==> config.mk <==
export PLATFORM = sky130hd
export DESIGN_NAME = uart_lite_axil_master
export DESIGN_NICKNAME = d
export VERILOG_FILES = /design/src/rtl/uart_lite_axil_master.sv
export SDC_FILE = /design/constraint.sdc
export NUM_CORES = 1
export LEC_CHECK = 0
export CAP_MARGIN = 10
export CORE_MARGIN = 2
export CORE_UTILIZATION = 41
export CTS_CLUSTER_SIZE = 14
export DETAILED_ROUTE_END_ITERATION = 6
export GPL_TIMING_DRIVEN = 0
export PLACE_DENSITY = 0.91
export SLEW_MARGIN = 20
export SYNTH_ARGS = -nofsm -noshare
export SYNTH_HDL_FRONTEND = slang
export SYNTH_SLANG_ARGS = --single-unit
==> constraint.sdc <==
create_clock -name aclk -period 2.46 [get_ports aclk]
set_input_delay 0.492 -clock aclk [delete_from_list [all_inputs] [get_ports aclk]]
set_output_delay 0.492 -clock aclk [all_outputs]
set_load 0.1 [all_outputs]
==> src/rtl/uart_lite_axil_master.sv <==
// uart_lite_axil_master: AXI4-Lite master that polls a UART-Lite status register
// and moves bytes between its RX/TX FIFOs and two byte-wide valid/ready streams.
module uart_lite_axil_master #(
  parameter int          C_M01_AXI_DATA_WIDTH = 32,
  parameter int          C_M01_AXI_ADDR_WIDTH = 28,
  parameter logic [31:0] UART_BASE_ADDR       = 32'h1100000,
  parameter int          POLL_GAP             = 16
) (
  input  logic                                aclk,
  input  logic                                aresetn,
  input  logic [7:0]                          tx_data_i,
  input  logic                                tx_v_i,
  output logic                                tx_ready_o,
  output logic [7:0]                          rx_data_o,
  output logic                                rx_v_o,
  input  logic                                rx_ready_i,
  output logic                                err_o,
  output logic [C_M01_AXI_ADDR_WIDTH-1:0]     m01_axi_awaddr,
  output logic [2:0]                          m01_axi_awprot,
  output logic                                m01_axi_awvalid,
  input  logic                                m01_axi_awready,
  output logic [C_M01_AXI_DATA_WIDTH-1:0]     m01_axi_wdata,
  output logic [C_M01_AXI_DATA_WIDTH/8-1:0]   m01_axi_wstrb,
  output logic                                m01_axi_wvalid,
  input  logic                                m01_axi_wready,
  input  logic [1:0]                          m01_axi_bresp,
  input  logic                                m01_axi_bvalid,
  output logic                                m01_axi_bready,
  output logic [C_M01_AXI_ADDR_WIDTH-1:0]     m01_axi_araddr,
  output logic [2:0]                          m01_axi_arprot,
  output logic                                m01_axi_arvalid,
  input  logic                                m01_axi_arready,
  input  logic [C_M01_AXI_DATA_WIDTH-1:0]     m01_axi_rdata,
  input  logic [1:0]                          m01_axi_rresp,
  input  logic                                m01_axi_rvalid,
  output logic                                m01_axi_rready
);
  localparam int DW = C_M01_AXI_DATA_WIDTH;
  localparam int AW = C_M01_AXI_ADDR_WIDTH;
  localparam int SW = DW / 8;
  localparam logic [AW-1:0] A_RX   = UART_BASE_ADDR[AW-1:0];
  localparam logic [AW-1:0] A_TX   = A_RX + AW'(4);
  localparam logic [AW-1:0] A_STAT = A_RX + AW'(8);
  localparam logic [AW-1:0] A_CTRL = A_RX + AW'(12);
  localparam logic [15:0]   GAP_LD = (POLL_GAP == 0) ? 16'd0 : 16'(POLL_GAP - 1);

  typedef enum logic [3:0] {INIT_W, INIT_B, POLL_AR, POLL_R, RX_AR, RX_R, TX_W, TX_B, GAP} state_t;

  state_t          state_q, state_d;
  logic            awvalid_q, awvalid_d, wvalid_q, wvalid_d, arvalid_q, arvalid_d;
  logic [AW-1:0]   awaddr_q, awaddr_d, araddr_q, araddr_d;
  logic [DW-1:0]   wdata_q, wdata_d;
  logic [SW-1:0]   wstrb_q, wstrb_d;
  logic            aw_done_q, aw_done_d, w_done_q, w_done_d;
  logic            tx_ready_q, tx_ready_d, rx_v_q, rx_v_d;
  logic [7:0]      tx_byte_q, tx_byte_d, rx_data_q, rx_data_d;
  logic            err_q, err_d, prio_q, prio_d;
  logic [15:0]     cnt_q, cnt_d;
  logic            aw_ok, w_ok, rx_ok, tx_ok, go_poll;
  logic            unused_rdata;

  assign aw_ok = aw_done_q | (awvalid_q & m01_axi_awready);
  assign w_ok  = w_done_q | (wvalid_q & m01_axi_wready);
  assign rx_ok = m01_axi_rdata[0] & ~rx_v_q;
  assign tx_ok = ~m01_axi_rdata[3] & ~tx_ready_q;
  assign unused_rdata = ^m01_axi_rdata[DW-1:8];

  always_ff @(posedge aclk or negedge aresetn) begin
    if (!aresetn) begin
      state_q    <= INIT_W;
      awvalid_q  <= 1'b0;
      wvalid_q   <= 1'b0;
      arvalid_q  <= 1'b0;
      awaddr_q   <= '0;
      araddr_q   <= '0;
      wdata_q    <= '0;
      wstrb_q    <= '0;
      aw_done_q  <= 1'b0;
      w_done_q   <= 1'b0;
      tx_ready_q <= 1'b1;
      tx_byte_q  <= '0;
      rx_v_q     <= 1'b0;
      rx_data_q  <= '0;
      err_q      <= 1'b0;
      prio_q     <= 1'b0;
      cnt_q      <= '0;
    end else begin
      state_q    <= state_d;
      awvalid_q  <= awvalid_d;
      wvalid_q   <= wvalid_d;
      arvalid_q  <= arvalid_d;
      awaddr_q   <= awaddr_d;
      araddr_q   <= araddr_d;
      wdata_q    <= wdata_d;
      wstrb_q    <= wstrb_d;
      aw_done_q  <= aw_done_d;
      w_done_q   <= w_done_d;
      tx_ready_q <= tx_ready_d;
      tx_byte_q  <= tx_byte_d;
      rx_v_q     <= rx_v_d;
      rx_data_q  <= rx_data_d;
      err_q      <= err_d;
      prio_q     <= prio_d;
      cnt_q      <= cnt_d;
    end
  end

  always_comb begin
    state_d    = state_q;
    awvalid_d  = awvalid_q;
    wvalid_d   = wvalid_q;
    arvalid_d  = arvalid_q;
    awaddr_d   = awaddr_q;
    araddr_d   = araddr_q;
    wdata_d    = wdata_q;
    wstrb_d    = wstrb_q;
    aw_done_d  = aw_done_q;
    w_done_d   = w_done_q;
    tx_ready_d = tx_ready_q & ~tx_v_i;
    tx_byte_d  = (tx_v_i & tx_ready_q) ? tx_data_i : tx_byte_q;
    rx_v_d     = rx_v_q & ~rx_ready_i;
    rx_data_d  = rx_data_q;
    err_d      = err_q;
    prio_d     = prio_q;
    cnt_d      = cnt_q;
    go_poll    = 1'b0;
    case (state_q)
      INIT_W, TX_W: begin
        // INIT_W enters from reset with valids low, so it raises them itself
        if (state_q == INIT_W) begin
          awaddr_d = A_CTRL;
          wdata_d  = DW'(3);
          wstrb_d  = '1;
        end
        awvalid_d = ~aw_ok;
        wvalid_d  = ~w_ok;
        aw_done_d = aw_ok & ~w_ok;
        w_done_d  = w_ok & ~aw_ok;
        if (aw_ok & w_ok) state_d = (state_q == INIT_W) ? INIT_B : TX_B;
      end
      INIT_B, TX_B: if (m01_axi_bvalid) begin
        err_d   = err_q | (m01_axi_bresp != 2'b00);
        go_poll = 1'b1;
        if (state_q == TX_B) begin
          tx_ready_d = 1'b1;
          prio_d     = ~prio_q;
        end
      end
      POLL_AR, RX_AR: if (arvalid_q & m01_axi_arready) begin
        arvalid_d = 1'b0;
        state_d   = (state_q == POLL_AR) ? POLL_R : RX_R;
      end
      POLL_R: if (m01_axi_rvalid) begin
        err_d = err_q | (m01_axi_rresp != 2'b00) | (|m01_axi_rdata[7:5]);
        if ((m01_axi_rresp != 2'b00) | ~(rx_ok | tx_ok)) begin
          state_d = GAP;
          cnt_d   = GAP_LD;
        end else if (rx_ok & (~tx_ok | ~prio_q)) begin
          state_d   = RX_AR;
          arvalid_d = 1'b1;
          araddr_d  = A_RX;
        end else begin
          state_d   = TX_W;
          awvalid_d = 1'b1;
          wvalid_d  = 1'b1;
          awaddr_d  = A_TX;
          wdata_d   = DW'(tx_byte_q);
          wstrb_d   = SW'(1);
        end
      end
      RX_R: if (m01_axi_rvalid) begin
        go_poll = 1'b1;
        prio_d  = ~prio_q;
        if (m01_axi_rresp == 2'b00) begin
          rx_v_d    = 1'b1;
          rx_data_d = m01_axi_rdata[7:0];
        end else begin
          err_d = 1'b1;
        end
      end
      GAP: begin
        go_poll = cnt_q == '0;
        cnt_d   = (cnt_q == '0) ? cnt_q : cnt_q - 16'd1;
      end
      default: state_d = INIT_W;
    endcase
    if (go_poll) begin
      state_d   = POLL_AR;
      arvalid_d = 1'b1;
      araddr_d  = A_STAT;
    end
  end

  assign tx_ready_o      = tx_ready_q;
  assign rx_data_o       = rx_data_q;
  assign rx_v_o          = rx_v_q;
  assign err_o           = err_q;
  assign m01_axi_awaddr  = awaddr_q;
  assign m01_axi_awprot  = 3'b000;
  assign m01_axi_awvalid = awvalid_q;
  assign m01_axi_wdata   = wdata_q;
  assign m01_axi_wstrb   = wstrb_q;
  assign m01_axi_wvalid  = wvalid_q;
  assign m01_axi_bready  = (state_q == INIT_B) | (state_q == TX_B);
  assign m01_axi_araddr  = araddr_q;
  assign m01_axi_arprot  = 3'b000;
  assign m01_axi_arvalid = arvalid_q;
  assign m01_axi_rready  = (state_q == POLL_R) | (state_q == RX_R);
endmodule

---- Yosys cells after proc, flatten, opt, wreduce, memory -nomap -nowiden ----
Cells that the tools add are included.
storage, ports and cells
  register bits ........................... 137
  input port bits ......................... 53
  output and inout port bits .............. 114
  logic and storage cells ................. 164
operators by class
  add/sub/neg operators ................... 1
  equality and inequality tests ........... 25
  mux-type cells .......................... 62
  bitwise logic cells ..................... 32
  reduce and logical (&&, ||, !) cells .... 27
operators with widths
  cell                     number
  $mux W28                 9
  $mux W32                 4
  $pmux W32 S2             1
  $pmux W28 S2             1
  $mux W16                 3
  $mux W4                  9
  $pmux W16 S2             1
  $mux W1                  23
  $ne A2 B2 Y1 const B     11
  $reduce_and A4 Y1        5
  $eq A4 B3 Y1 const B     4
  $logic_not A16 Y1        1
  $pmux W4 S4              1
  $reduce_bool A2 Y1       8
  $sub A16 B1 Y16 const B  1
  $ne A3 B3 Y1 const B     5
  $reduce_and A5 Y1        3
  $and A1 B1 Y1            12
  $not A1 Y1               10
  $or A1 B1 Y1             10
  $eq A4 B2 Y1 const B     2
  $pmux W1 S2              4
  $pmux W4 S2              1
  $mux W3                  2
  other kinds (12)         16

---- Logic depth before layout (Yosys ltp) ----
  depth after elaboration ................. 10
  mapped depth ............................ 7
  gate-level depth less buffers ........... 7

---- Worst setup path after synthesis ----
OpenSTA, ideal clock, no wires.
  kind .................................... register to output
  start ................................... register state_q[2]
  end ..................................... output m01_axi_bready
  arrival ................................. 2148 ps
  data required time ...................... 1968 ps
  path slack .............................. -180 ps
  stages on the path, launching flop included .. 5
  path buffers ............................ 2
  cells stage by stage .................... dfrtp_1 > buf_2 > buf_1 > xor2_1 > nor2_1
on the way
  longest elaborated chain between the ends .. 2
  elaborated cells on any way between the ends .. 3
  those cells by class .................... 2 x eq/ne; 1 x bitwise
RTL lines
  element                                       RTL line  RTL
  start: declaration                            49        state_t state_q, state_d;
  start signal: assignment                      88        state_q <= state_d;
  $eq A4 B1 Y1 or $eq A4 B3 Y1 (tied branches)  204       assign m01_axi_bready = (state_q == INIT_B) | (state_q == TX_B);
  $or A1 B1 Y1 (*)                              204
  end: declaration                              28        output logic m01_axi_bready,
Every way passes the cells marked *; elsewhere a longest branch is shown, timed or not.

==> impl_metrics.ini <==
[sta]
relSlewSlack_pct = 33.4
fmax_ghz = 0.415
slew_violations = 0
clock_skew_ns = 0.00789
setup-tns-final_ns = 0
layout_setup_ws_ns = 0.0527
min_period_ns = 2.41
final_hold_viol_count = 0
fin_crit_sh_pct = 97.9
setup_violations = 0
tightest_slew_ns = 0.996

[placed_design]
dpl.hpwl_mm = 5.44
globalplace.congestion = 0.866
dpl_cell_area_mm2 = 0.00443
port_buffers = 62
post-place-ws_ns = -0.342

[yosys]
synth_edf_count = 0
ys_seq_area_share_pct = 42.2
yosysWarnings = 0
syn_area_mm2 = 0.00338
synthSimpleGateAreaFrac_pct = 15.5
ys.flop_type = dfrtp_1
synthArstFlopShare_pct = 100
ys_ff_latch = 57
syn_inst = 344
synth_fa_ha_area_share_pct = 0.740
synth_top_family_by_area = buffers and inverters
syn_avg_cell_area_um2 = 9.83
yosysUniqueCellTypes = 53
synth-xor-area-share_pct = 2.59
synth_mux_area_share_pct = 6.51
synth-compound-area-share_pct = 10.8

[cells_and_area]
diodes = 0
mostFrequentLayoutCells = buf_4 (88), conb_1 (79), dfrtp_1 (56), clkdlybuf4s50_1 (50), nor2_1 (29)
syn_to_final_growth_pct = 37.2
stdcell_area_mm2 = 0.00464
final_common_cell = buf_4
layout-drive-gt1-share_pct = 28.4
nets = 550

[floorplanning]
initial_core_util_pct = 41.8
die_w_um = 94.8
die_h_um = 94.8
rows = 33
die_area_mm2 = 0.00899
core_area_mm2 = 0.00809
ios = 167

[clocking]
cts-root-buf = clkbuf_8
ctsLongestPathBuffers = 2
cts_tree = built
clkLatencyLatePin_ns = 0.34
clkSinkCount = 57
cts_setup_buffers = 0
clk_pin_slew_ns = 0.07
cts_buffers = 9
cts_max_level = 3
cts_hold_buf = 0

[power]
p_per_area_mw_per_mm2 = 1250
leakage_nw = 2.27
ir_drop_mv = 1.09
p_int_mw = 2.70
seqPwrFrac_pct = 25.5
power_switching_mw = 3.11
power_mw = 5.81
switching_share_pct = 53.5
clock_power_share_pct = 16.3
combPwrFrac_pct = 58.2

[routing]
drtIter0Drc = 89
vias = 2748
firstDrtPassIters = 4
routed_wl_mm = 7.28
ant_nets = 0
drc = 0
wire_per_inst_um = 12.0
viasPerCell = 4.54

[setup_path]
path_max_fanout = 5
crit_path_end_kind = output pin
critPathBufInv = 1
r2r_start = state_q[2]
slowest_stage = clkdlybuf4s50_1
path_class = flop to output pin
critPathRequiredTime_ns = 1.97
timing.rr.end = cnt_q[9]
start_kind = flop
rrSetupSlack_ns = 0.16
crit_chain = clkdlybuf4s50_1
cp_top_family = buffers and inverters
crit_arrival_ns = 1.92
crit_path_max_incr_delay_ns = 1.16
reg2regPathDepth = 7

[global_routing]
overflow = 0
grt_pass1_wl_mm = 11.8
antenna_found_initial = 0
grt_max_degree = 58
grt_pass1_vias = 2625
grt_util_all_layers_pct = 16.7

[run]
drv_cap = 0

[worst_hold_path]
holdCritPathClass = primary input to async pin

[outcome]
outcome = completed
## worst register-to-register path: stages (launching register included)
cell	delay [ns]
dfrtp_1	0.36
buf_2	0.18
or4b_4	0.50
or4_1	0.47
buf_2	0.18
nor4_2	0.28
xnor2_1	0.16
nor2_1	0.05
## flip-flops by register name, indices dropped and copies added, names as in the netlist
name,count
w_done_q,1
m01_axi_wstrb,2
m01_axi_arvalid,1
tx_ready_o,1
tx_byte_q,8
cnt_q,16
state_q,4
prio_q,1
m01_axi_araddr,2
m01_axi_awvalid,1
rx_data_o,8
err_o,1
m01_axi_wvalid,1
aw_done_q,1
rx_v_o,1
m01_axi_wdata,8
## worst max-delay path by stage
stage                     startpoint                end  slack [ns]  depth (start not counted)
floorplan                 state_q[2]     m01_axi_bready        0.27                          4
global placement             aresetn       tx_byte_q[6]       -0.81                          1
detailed placement        state_q[2]     m01_axi_bready       -0.34                          5
CTS                 m01_axi_wstrb[0]  m01_axi_awaddr[2]        0.03                          1
global route        m01_axi_wstrb[2]  m01_axi_awaddr[3]      -0.009                          1
finish              m01_axi_wstrb[2]  m01_axi_awaddr[3]        0.05                          1
## metal layers
layer  vias to the layer above  share of wire, %  GRT usage (%)
li1                       1328                 -              -
met1                      1293                39           18.4
met2                       112                54           30.0
met3                        15               6.7           5.03
met4                         0               1.1           6.52
met5                         -                 0              0
## timing repair
| action | in CTS | in global routing |
|---|---|---|
| endpoints found under the setup margin | 10 | 7 |
| endpoints found under the hold margin | 0 | 0 |
| resized for setup | 17 | 6 |
## per-stage QoR
step / cells / hold slack [ns] / util (%)
finish: 605 / 0.204 / 57.3
global route: 605 / 0.257 / 57.3
CTS: 605 / 0.231 / 57.2
detailed placement: 589 / 0.465 / 54.7
global placement: 589 / 0.455 / 54.8
floorplan: 422 / 0.196 / -
## cells in the mapped netlist (5+ instances only)
library cell	number	area share, %
a21oi_1	17	2.5
a22o_1	6	1.6
buf_4	86	19
clkbuf_1	6	0.67
dfrtp_1	56	41
inv_1	8	0.89
mux2_2	16	5.3
nand2_1	11	1.2
nand2b_1	5	0.92
nor2_1	32	3.6
nor3_1	10	1.5
o21ai_0	7	1.0
or2_2	5	0.92
xor2_1	6	1.6
## power by group through the flow
stage	sequential (mW)	combinational (mW)	clock (mW)
after detailed placement	1.49	3.37	0
after global placement	1.47	3.31	0
after CTS	1.48	3.36	0.964
after global routing	1.53	3.57	1.00
final	1.48	3.38	0.945
after floorplan	2.21	1.99	0
## area by class of cell
cell class | instances | area (um^2)
clock buffer | 11 | 131
timing repair buffer | 62 | 603
inverter | 8 | 30.0
multi-input combinational | 260 | 1540
sequential | 57 | 1430
tap | 105 | 131
buffer | 97 | 698
clock inverter | 5 | 80.1
fill | 692 | 3450
## logic make-up after synthesis
family | Yosys count
adder cells (fa/ha/maj) | 2
other | 1
multiplexers | 20
AO/OA/AOI/OAI | 54
AND/OR/NAND/NOR | 95
flip-flops | 57
XOR/XNOR | 10
buffers and inverters | 105
Note: power is estimated with default switching activity, not from simulation.
